### src/rtl/linreg_pkg.sv
// Shared widths, FSM state type and sample/accumulator types for the linear-regression sum accumulator.
// Latency: none, definitions only.
// Backpressure: none, definitions only.
package linreg_pkg;

  localparam int DATA_W = 20;
  localparam int ADDR_W = 8;
  localparam int ACC_W  = 48;

  typedef enum logic [1:0] {
    IDLE  = 2'd0,
    ISSUE = 2'd1,
    DRAIN = 2'd2,
    DONE  = 2'd3
  } state_e;

  typedef logic signed [DATA_W-1:0] sample_t;
  typedef logic signed [ACC_W-1:0]  acc_t;

  // Sign-extend one sample to accumulator width.
  function automatic acc_t sext(input sample_t s);
    return {{(ACC_W-DATA_W){s[DATA_W-1]}}, s};
  endfunction

endpackage

### src/rtl/linreg_sum_accumulator_if.sv
// Bundle of the accumulator's start/memory/result signals; master = controller + memory side, slave = accumulator.
// Latency: none, wiring only.
// Backpressure: none; LINREG_VAR_LEN_EN adds the n_len sweep-length input.
interface linreg_sum_accumulator_if;
  import linreg_pkg::*;

  logic              start;
  logic [ADDR_W-1:0] rd_addr;
  sample_t           x_in;
  sample_t           y_in;
  logic              busy;
  logic              done;
  acc_t              sum_x;
  acc_t              sum_y;
  acc_t              sum_xy;
  acc_t              sum_xx;
`ifdef LINREG_VAR_LEN_EN
  logic [ADDR_W:0]   n_len;
`endif

  modport master (
`ifdef LINREG_VAR_LEN_EN
    output n_len,
`endif
    output start, x_in, y_in,
    input  rd_addr, busy, done, sum_x, sum_y, sum_xy, sum_xx
  );

  modport slave (
`ifdef LINREG_VAR_LEN_EN
    input  n_len,
`endif
    input  start, x_in, y_in,
    output rd_addr, busy, done, sum_x, sum_y, sum_xy, sum_xx
  );

endinterface

### src/rtl/linreg_mac.sv
// Signed multiply-accumulate lane: acc += a*b (full-width product, sign-extended), wrapping modulo 2^ACC_W.
// Latency: one cycle from operands to updated accumulator.
// Backpressure: none; clr_i has priority over en_i, and the value holds when neither is set.
module linreg_mac
  import linreg_pkg::*;
(
  input  logic    clk,
  input  logic    reset,
  input  logic    clr_i,
  input  logic    en_i,
  input  sample_t a_i,
  input  sample_t b_i,
  output acc_t    acc_o
);

  localparam int PROD_W = 2 * DATA_W;

  logic signed [PROD_W-1:0] prod;
  acc_t                     acc_d;
  acc_t                     acc_q;

  assign prod = PROD_W'(a_i) * PROD_W'(b_i);

  // Next accumulator value: clear, add the sign-extended product, or hold.
  always_comb begin
    acc_d = acc_q;
    if (clr_i) begin
      acc_d = '0;
    end else if (en_i) begin
      acc_d = acc_q + {{(ACC_W-PROD_W){prod[PROD_W-1]}}, prod};
    end
  end

  // Accumulator register.
  always_ff @(posedge clk) begin
    if (reset) begin
      acc_q <= '0;
    end else begin
      acc_q <= acc_d;
    end
  end

  assign acc_o = acc_q;

endmodule

### src/rtl/linreg_sum_accumulator.sv
// Sweeps addresses 0..len-1 into the x/y sample memories and accumulates sum_x, sum_y, sum_xy and sum_xx.
// Latency: done pulses len+2 cycles after an accepted start (memory read latency is one cycle).
// Backpressure: start is only accepted in IDLE; LINREG_VAR_LEN_EN makes len a latched, clamped n_len instead of N.
module linreg_sum_accumulator
  import linreg_pkg::*;
#(
  parameter int N = 150
)
(
  input  logic                     clk,
  input  logic                     reset,
  linreg_sum_accumulator_if.slave  bus
);

  state_e            state_q;
  logic [ADDR_W-1:0] cnt_q;
  logic              vld_q;
  logic              busy_q;
  logic              done_q;
  logic [ADDR_W-1:0] last_addr;
  logic              start_acc;
  acc_t              sum_x_q, sum_x_d;
  acc_t              sum_y_q, sum_y_d;
  acc_t              sum_xy;
  acc_t              sum_xx;

  assign start_acc = bus.start && (state_q == IDLE);

`ifdef LINREG_VAR_LEN_EN
  localparam logic [ADDR_W:0] N_LEN = (ADDR_W+1)'(N);

  logic [ADDR_W:0] len_q;
  logic [ADDR_W:0] len_clamped;

  assign len_clamped = (bus.n_len > N_LEN) ? N_LEN : bus.n_len;
  // A full 2^ADDR_W length wraps the low bits to 0, so the minus one still lands on the top address.
  assign last_addr   = len_q[ADDR_W-1:0] - 1'b1;
`else
  localparam logic [ADDR_W-1:0] LAST_ADDR = ADDR_W'(N - 1);

  assign last_addr = LAST_ADDR;
`endif

  // Sweep FSM: address counter, read-valid pipe flag and registered busy/done.
  always_ff @(posedge clk) begin
    if (reset) begin
      state_q <= IDLE;
      cnt_q   <= '0;
      vld_q   <= 1'b0;
      busy_q  <= 1'b0;
      done_q  <= 1'b0;
`ifdef LINREG_VAR_LEN_EN
      len_q   <= '0;
`endif
    end else begin
      // Data for the address issued this cycle returns next cycle.
      vld_q  <= (state_q == ISSUE);
      done_q <= 1'b0;
      case (state_q)
        IDLE: begin
          if (bus.start) begin
            cnt_q <= '0;
`ifdef LINREG_VAR_LEN_EN
            len_q <= len_clamped;
            if (len_clamped == '0) begin
              state_q <= DONE;
              done_q  <= 1'b1;
            end else begin
              state_q <= ISSUE;
              busy_q  <= 1'b1;
            end
`else
            state_q <= ISSUE;
            busy_q  <= 1'b1;
`endif
          end
        end
        ISSUE: begin
          if (cnt_q == last_addr) begin
            state_q <= DRAIN;
          end else begin
            cnt_q <= cnt_q + 1'b1;
          end
        end
        DRAIN: begin
          state_q <= DONE;
          busy_q  <= 1'b0;
          done_q  <= 1'b1;
        end
        DONE: begin
          state_q <= IDLE;
        end
        default: begin
          state_q <= IDLE;
        end
      endcase
    end
  end

  // Plain sums: clear on an accepted start, add while returned data is valid, otherwise hold.
  always_comb begin
    sum_x_d = sum_x_q;
    sum_y_d = sum_y_q;
    if (start_acc) begin
      sum_x_d = '0;
      sum_y_d = '0;
    end else if (vld_q) begin
      sum_x_d = sum_x_q + sext(bus.x_in);
      sum_y_d = sum_y_q + sext(bus.y_in);
    end
  end

  // Plain sum registers.
  always_ff @(posedge clk) begin
    if (reset) begin
      sum_x_q <= '0;
      sum_y_q <= '0;
    end else begin
      sum_x_q <= sum_x_d;
      sum_y_q <= sum_y_d;
    end
  end

  linreg_mac u_mac_xy (
    .clk   (clk),
    .reset (reset),
    .clr_i (start_acc),
    .en_i  (vld_q),
    .a_i   (bus.x_in),
    .b_i   (bus.y_in),
    .acc_o (sum_xy)
  );

  linreg_mac u_mac_xx (
    .clk   (clk),
    .reset (reset),
    .clr_i (start_acc),
    .en_i  (vld_q),
    .a_i   (bus.x_in),
    .b_i   (bus.x_in),
    .acc_o (sum_xx)
  );

  assign bus.rd_addr = cnt_q;
  assign bus.busy    = busy_q;
  assign bus.done    = done_q;
  assign bus.sum_x   = sum_x_q;
  assign bus.sum_y   = sum_y_q;
  assign bus.sum_xy  = sum_xy;
  assign bus.sum_xx  = sum_xx;

endmodule

### src/flat_wrapper.sv
// flat-port wrapper written by rule: the top's interface ports become plain ports
module linreg_sum_accumulator_flat import linreg_pkg::*;
#(
  parameter int N = 150
)
  (clk, reset, bus_start, bus_x_in, bus_y_in, bus_rd_addr, bus_busy, bus_done, bus_sum_x, bus_sum_y, bus_sum_xy, bus_sum_xx);
  linreg_sum_accumulator_if bus_i ();
  input  logic clk;
  input  logic reset;
  input wire logic [$bits(bus_i.start)-1:0] bus_start;
  input wire logic [$bits(bus_i.x_in)-1:0] bus_x_in;
  input wire logic [$bits(bus_i.y_in)-1:0] bus_y_in;
  output wire logic [$bits(bus_i.rd_addr)-1:0] bus_rd_addr;
  output wire logic [$bits(bus_i.busy)-1:0] bus_busy;
  output wire logic [$bits(bus_i.done)-1:0] bus_done;
  output wire logic [$bits(bus_i.sum_x)-1:0] bus_sum_x;
  output wire logic [$bits(bus_i.sum_y)-1:0] bus_sum_y;
  output wire logic [$bits(bus_i.sum_xy)-1:0] bus_sum_xy;
  output wire logic [$bits(bus_i.sum_xx)-1:0] bus_sum_xx;
  assign bus_i.start = bus_start;
  assign bus_i.x_in = bus_x_in;
  assign bus_i.y_in = bus_y_in;
  assign bus_rd_addr = bus_i.rd_addr;
  assign bus_busy = bus_i.busy;
  assign bus_done = bus_i.done;
  assign bus_sum_x = bus_i.sum_x;
  assign bus_sum_y = bus_i.sum_y;
  assign bus_sum_xy = bus_i.sum_xy;
  assign bus_sum_xx = bus_i.sum_xx;
  linreg_sum_accumulator #(.N(N)) u_core (.clk(clk), .reset(reset), .bus(bus_i));
endmodule
### config.mk
export PLATFORM = sky130hd
export DESIGN_NAME = linreg_sum_accumulator_flat
export DESIGN_NICKNAME = d
export VERILOG_FILES = /design/src/rtl/linreg_pkg.sv /design/src/rtl/linreg_sum_accumulator_if.sv /design/src/rtl/linreg_mac.sv /design/src/rtl/linreg_sum_accumulator.sv /design/src/flat_wrapper.sv
export SDC_FILE = /design/constraint.sdc
export NUM_CORES = 2
export LEC_CHECK = 0
export ABC_AREA = 1
export ABC_CLOCK_PERIOD_IN_PS = 20900
export BUFFER_PORTS_ARGS = -buffer_cell sky130_fd_sc_hd__buf_2
export CAP_MARGIN = 40
export CORE_ASPECT_RATIO = 0.7
export CORE_MARGIN = 2
export CORE_UTILIZATION = 45
export CTS_CLUSTER_SIZE = 12
export DETAILED_ROUTE_END_ITERATION = 8
export PLACE_DENSITY = 0.67
export SLEW_MARGIN = 20
export SYNTH_ARGS = -nofsm -noshare
export SYNTH_HDL_FRONTEND = slang
export SYNTH_SLANG_ARGS = --single-unit
export TNS_END_PERCENT = 5
### constraint.sdc
create_clock -name clk -period 20.9 [get_ports clk]
set_input_delay 4.18 -clock clk [delete_from_list [all_inputs] [get_ports clk]]
set_output_delay 4.18 -clock clk [all_outputs]
set_load 0.03 [all_outputs]
==> Word-level counts from Yosys, hierarchy flattened <==
Index checks and enable logic that the tools add are counted.
Widths: inputs -> output; s select.
{ "totals": {"reg_bits": 205, "latchBits": 0, "mem_bits_rw": 0, "romBits": 0, "inputBits": 43, "out_inout_bits": 202, "wordCells": 40, "n_memories": 0} }
{ "op_classes": {"n_addsub": 5, "n_mul": 2, "n_div": 0, "order_cmp": 0, "eq_ne": 7, "shifts": 0, "muxes": 9, "bitwise": 0, "reduce_logical": 8} }
{ "ops": {"columns": ["op", "n"], "rows": [
  ["$add 48x20->48", 2],
  ["$add 48x48->48", 2],
  ["$mul 20x20->40", 2],
  ["$mux 8", 2],
  ["$pmux 8 s2", 1],
  ["$add 8x1->8 const B", 1],
  ["$eq 8x8->1 const B", 1],
  ["$pmux 2 s4", 1],
  ["$ne 2x2->1 const B", 3],
  ["$eq 2x2->1 const B", 2],
  ["$mux 2", 2],
  ["$reduce_and 2->1", 2],
  ["$reduce_bool 2->1", 2],
  ["$reduce_and 3->1", 1],
  ["$eq 2x1->1 const B", 1],
  ["$logic_not 2->1", 1],
  ["$mux 1", 2],
  ["$pmux 1 s2", 1],
  ["$reduce_or 2->1", 1],
  ["$logic_and 1x1->1", 1]
]} }

==> Logic depth before layout (Yosys ltp) <==
{ "depth": {"ltp_word": 3, "ltp_mapped": 45, "depth_no_buf": 43} }

==> Hierarchy <==
From an unflattened synthesis, not the netlist that was laid out.
{ "unflattened": {"hier_cells": 8297, "area_unflattened_um2": 55419.4} }
{ "by_module_without_submodules": {"columns": ["module", "instances", "cells_each", "area_per_inst_um2", "seq_area_each_um2"], "rows": [
  ["linreg_mac (u_core.u_mac_xx)", 1, 3000, 21518.1, 960.9],
  ["linreg_mac (u_core.u_mac_xy)", 1, 2939, 21227.9, 960.9],
  ["linreg_sum_accumulator", 1, 2358, 12673.4, 2182.1]
]} }

==> Worst setup path after synthesis <==
OpenSTA, ideal clock, no wires.
{ "synth_timing": {"path_kind": "input -> register", "startpoint": "input bus_x_in[19]", "endpoint": "register u_core.u_mac_xx.acc_q[41], in the netlist u_core.u_mac_xx.acc_o[41]", "setup_time_ps": 109, "arrival_time_ps": 11577, "required_time_ps": 20791, "slack_ps": 9214, "cell_stages": 36, "path_buffers": 2, "cell_sequence": "clkbuf_1 buf_1 nand2_1 fa_1 fa_1 inv_1 fa_1 inv_1 fa_1 inv_1 fa_1 inv_1 fa_1 fa_1 inv_1 ha_1 a21oi_1 inv_1 a31oi_1 nand2_1 a21oi_1 nand2_1 nand3_1 nand2_1 xor2_1 ha_1 inv_1 nor3_2 inv_1 nor2_1 nand2_1 or3_1 nand4_1 nand3_1 nand2_1 inv_1"} }
{ "synth_via": {"elab_chain_cells": 2} }
{ "synth_rtl": {"columns": ["item", "line", "text"], "rows": [
  ["start, declared", "flat_wrapper.sv:11", "input wire logic [$bits(bus_i.x_in)-1:0] bus_x_in;"],
  ["$mul 20x20->40", "linreg_mac.sv:22", "assign prod = PROD_W'(a_i) * PROD_W'(b_i);"],
  ["$add 48x48->48", "linreg_mac.sv:30", "acc_d = acc_q + {{(ACC_W-PROD_W){prod[PROD_W-1]}}, prod};"],
  ["end signal, assigned", "linreg_mac.sv:37", "acc_q <= '0;"],
  ["end signal, assigned", "linreg_mac.sv:39", "acc_q <= acc_d;"],
  ["end, declared", "linreg_mac.sv:20", "acc_t acc_q;"]
]} }
Every way passes these cells.
A chain may end at the register's enable or synchronous reset.

==> Worst setup path after layout <==
{ "layout_timing": {"startpoint": "input bus_x_in[2]", "endpoint": "register u_core.u_mac_xx.acc_q[35], in the netlist u_core.u_mac_xx.acc_o[35]"} }
The elaborated chain is that of the path after synthesis.

==> impl_metrics.env <==
export IMPL_die_height_um=286
export IMPL_finClkSkew_ns=0.0228
export IMPL_drt_iter0_markers=3621
export IMPL_finalSetupViolCount=0
export IMPL_async_reset_ff_share_pct=0
export IMPL_hold_end="u_core.u_mac_xy.acc_o[0]"
export IMPL_cts_buffer_depth=3
export IMPL_port_buffers=244
export IMPL_totalWireLength_um=166000
export IMPL_fin_crit_ns=12.71
export IMPL_status="complete, no violations"
export IMPL_slew_viol_final=0
export IMPL_rr_worst_depth=9
export IMPL_synthDistinctLibCells=55
export IMPL_ios=245
export IMPL_r2r_slack_ns=17.93
export IMPL_post_cts_resized=0
export IMPL_ys_seq_elements=205
export IMPL_syn_cell_area_mm2=0.0510
export IMPL_drc_errors=0
export IMPL_dp_hpwl_um=138000
export IMPL_ant_nets=0
export IMPL_layout_drive_gt1_share_pct=5.58
export IMPL_final_cell_mix="inv_1 (1866), nand2_1 (1504), fa_1 (804)"
export IMPL_via_per_inst=5.16
export IMPL_start_kind="input port"
export IMPL_rsz0062_at_grt="false"
export IMPL_slew_headroom_pct=41.9
export IMPL_r2r_end="u_core.bus.sum_y[17]"
export IMPL_gp_congestion=1.02
export IMPL_path_max_fanout=28
export IMPL_layout_commonest_cell="inv_1"
export IMPL_via_count=46200
export IMPL_cts_tree="built"
export IMPL_rows=103
export IMPL_synth_avg_cell_area_um2=6.99
export IMPL_fmax_mhz=78.7
export IMPL_wire_per_inst_um=18.5
export IMPL_firstDrtPassIters=6
export IMPL_synth_warnings=0
export IMPL_cts_htree_levels=1
export IMPL_worstSetupPathType="in -> reg"
export IMPL_crit_path_end_kind="register"
export IMPL_hold_path_class="reg -> reg"
export IMPL_core_area_mm2=0.113
export IMPL_synth_main_ff_cell="dfxtp_1"
export IMPL_first_global_vias=45800
export IMPL_worstHoldStart="u_core.u_mac_xy.acc_o[0]"
export IMPL_fp_dieW_um=407
export IMPL_hold_violations=0
export IMPL_postCtsSetupBuffers=0
export IMPL_cap_violations=0
export IMPL_worstSkewPairLatency_ns=0.59
export IMPL_post_route_period_util_pct=60.8
export IMPL_cts_sinks=205
export IMPL_grt_max_degree=67
export IMPL_worstPathArrival_ns=13.19
export IMPL_die_area_mm2=0.116
export IMPL_path_clk_slew_ns=0.07
export IMPL_cp_startpoint="bus_x_in[2]"
export IMPL_holdBufCountCts=0
export IMPL_antenna_found_initial=7
export IMPL_holdPathStages=2
export IMPL_ctsRootBufferMaster="clkbuf_16"
export IMPL_synth_seq_area_share_pct=8.04
export IMPL_worstMarginPinSlew_ns=0.871
export IMPL_critPathSlowestCell="fa_1"
export IMPL_grtUsageTotal_pct=28.7
export IMPL_synth_edff_count=0
export IMPL_worstPathRequired_ns=21.38
export IMPL_syn_inst=7306
export IMPL_tns_ns=0
export IMPL_syn_to_final_growth_pct=7.11
export IMPL_start_util_pct=45.3
export IMPL_grt_ovfl_total=0
export IMPL_synth_nets=8570
export IMPL_layout_nets=8687
export IMPL_grt_pass1_wl_um=261000
export IMPL_slowest_delay_ns=0.72
export IMPL_cts_buffers=24
export IMPL_r2r_start="u_core.state_q[0]"
## cell usage after synthesis (17+ instances only)
master,count,share of area (%)
inv_1,1868,14
nand4_1,45,0.55
o21ai_0,280,2.7
clkbuf_1,162,1.2
a21oi_2,19,0.33
o21a_1,20,0.29
nand2_2,17,0.21
a21oi_1,358,3.5
a21o_1,42,0.62
fa_1,804,32
xor2_1,135,2.3
buf_1,24,0.18
o211ai_1,42,0.62
nor2_1,793,5.8
xnor2_1,55,0.94
nand2_1,1505,11
ha_1,417,10
nor3_1,50,0.49
dfxtp_1,205,8.0
o21bai_1,52,0.76
a31oi_1,21,0.26
o21ai_1,53,0.52
nand3_1,205,2.0
## layer usage
layer / GRT usage [%] / wire length (um)
met5: 0 / 27
met4: 4.64 / 2890
met3: 3.20 / 11200
met2: 45.1 / 73800
met1: 43.0 / 77900
## per-stage QoR
stage | area, um2 | cells | hold WS, ns | setup slack, ns | utilization [%]
3_3_place_gp | 53700 | 8912 | 0.469 | 7.70 | 47.7
5_1_grt | 54700 | 8964 | 0.512 | 7.82 | 48.5
6_report | 54700 | 8965 | 0.493 | 8.19 | 48.5
3_5_place_dp | 53800 | 8917 | 0.487 | 7.67 | 47.8
4_1_cts | 54600 | 8960 | 0.497 | 8.30 | 48.5
2_1_floorplan | 51000 | 7306 | 0.473 | 9.21 | -
## cells by family (layout without fill, tap and decap cells)
group	Yosys count	in the layout	synth area share, %
other cells	2	5	0.0147
flops	205	205	8.04
fa+ha+maj	1221	1221	41.8
simple gates	2676	2676	21.1
compound gates	947	947	10.7
xor+xnor	190	190	3.26
buf+inv	2065	2199	15.2
## critical path, delay by kind of cell
family / cells / cell delay [ns]
XOR/XNOR: 1 / 0.20
AO/OA/AOI/OAI: 6 / 0.88
AND/OR/NAND/NOR: 9 / 1.75
buffers and inverters: 10 / 1.41
adder cells (fa/ha/maj): 9 / 4.73
## layout make-up
cell class	count	area [um2]
tap	1522	1900
multi-input combinational	5036	39200
fill	11600	58000
timing repair buffer	282	1580
sequential	205	4110
antenna	3	7.51
clock inverter	8	120
clock buffer	35	723
inverter	1874	7040
## worst max-delay path by stage
stage                                      endpoint  slack, ns  cells after the start
after floorplan           u_core.u_mac_xx.acc_o[41]       9.21                     36
after global placement    u_core.u_mac_xx.acc_o[35]       7.70                     36
after detailed placement  u_core.u_mac_xx.acc_o[35]       7.67                     36
after CTS                 u_core.u_mac_xx.acc_o[35]       8.30                     36
after global routing      u_core.u_mac_xx.acc_o[35]       7.82                     36
final                     u_core.u_mac_xx.acc_o[35]       8.19                     35
## state kept, by name, summed over array words and instances (netlist names)
| name | count |
|---|---|
| u_core.bus.rd_addr | 8 |
| u_core.bus.done | 1 |
| u_core.u_mac_xy.acc_o | 48 |
| u_core.bus.sum_y | 48 |
| u_core.bus.sum_x | 48 |
| u_core.bus.busy | 1 |
| u_core.vld_q | 1 |
| u_core.u_mac_xx.acc_o | 48 |
| u_core.state_q | 2 |
Power is not shown: default switching activity piles up to over one toggle a cycle in this logic, so the estimate is an artifact.
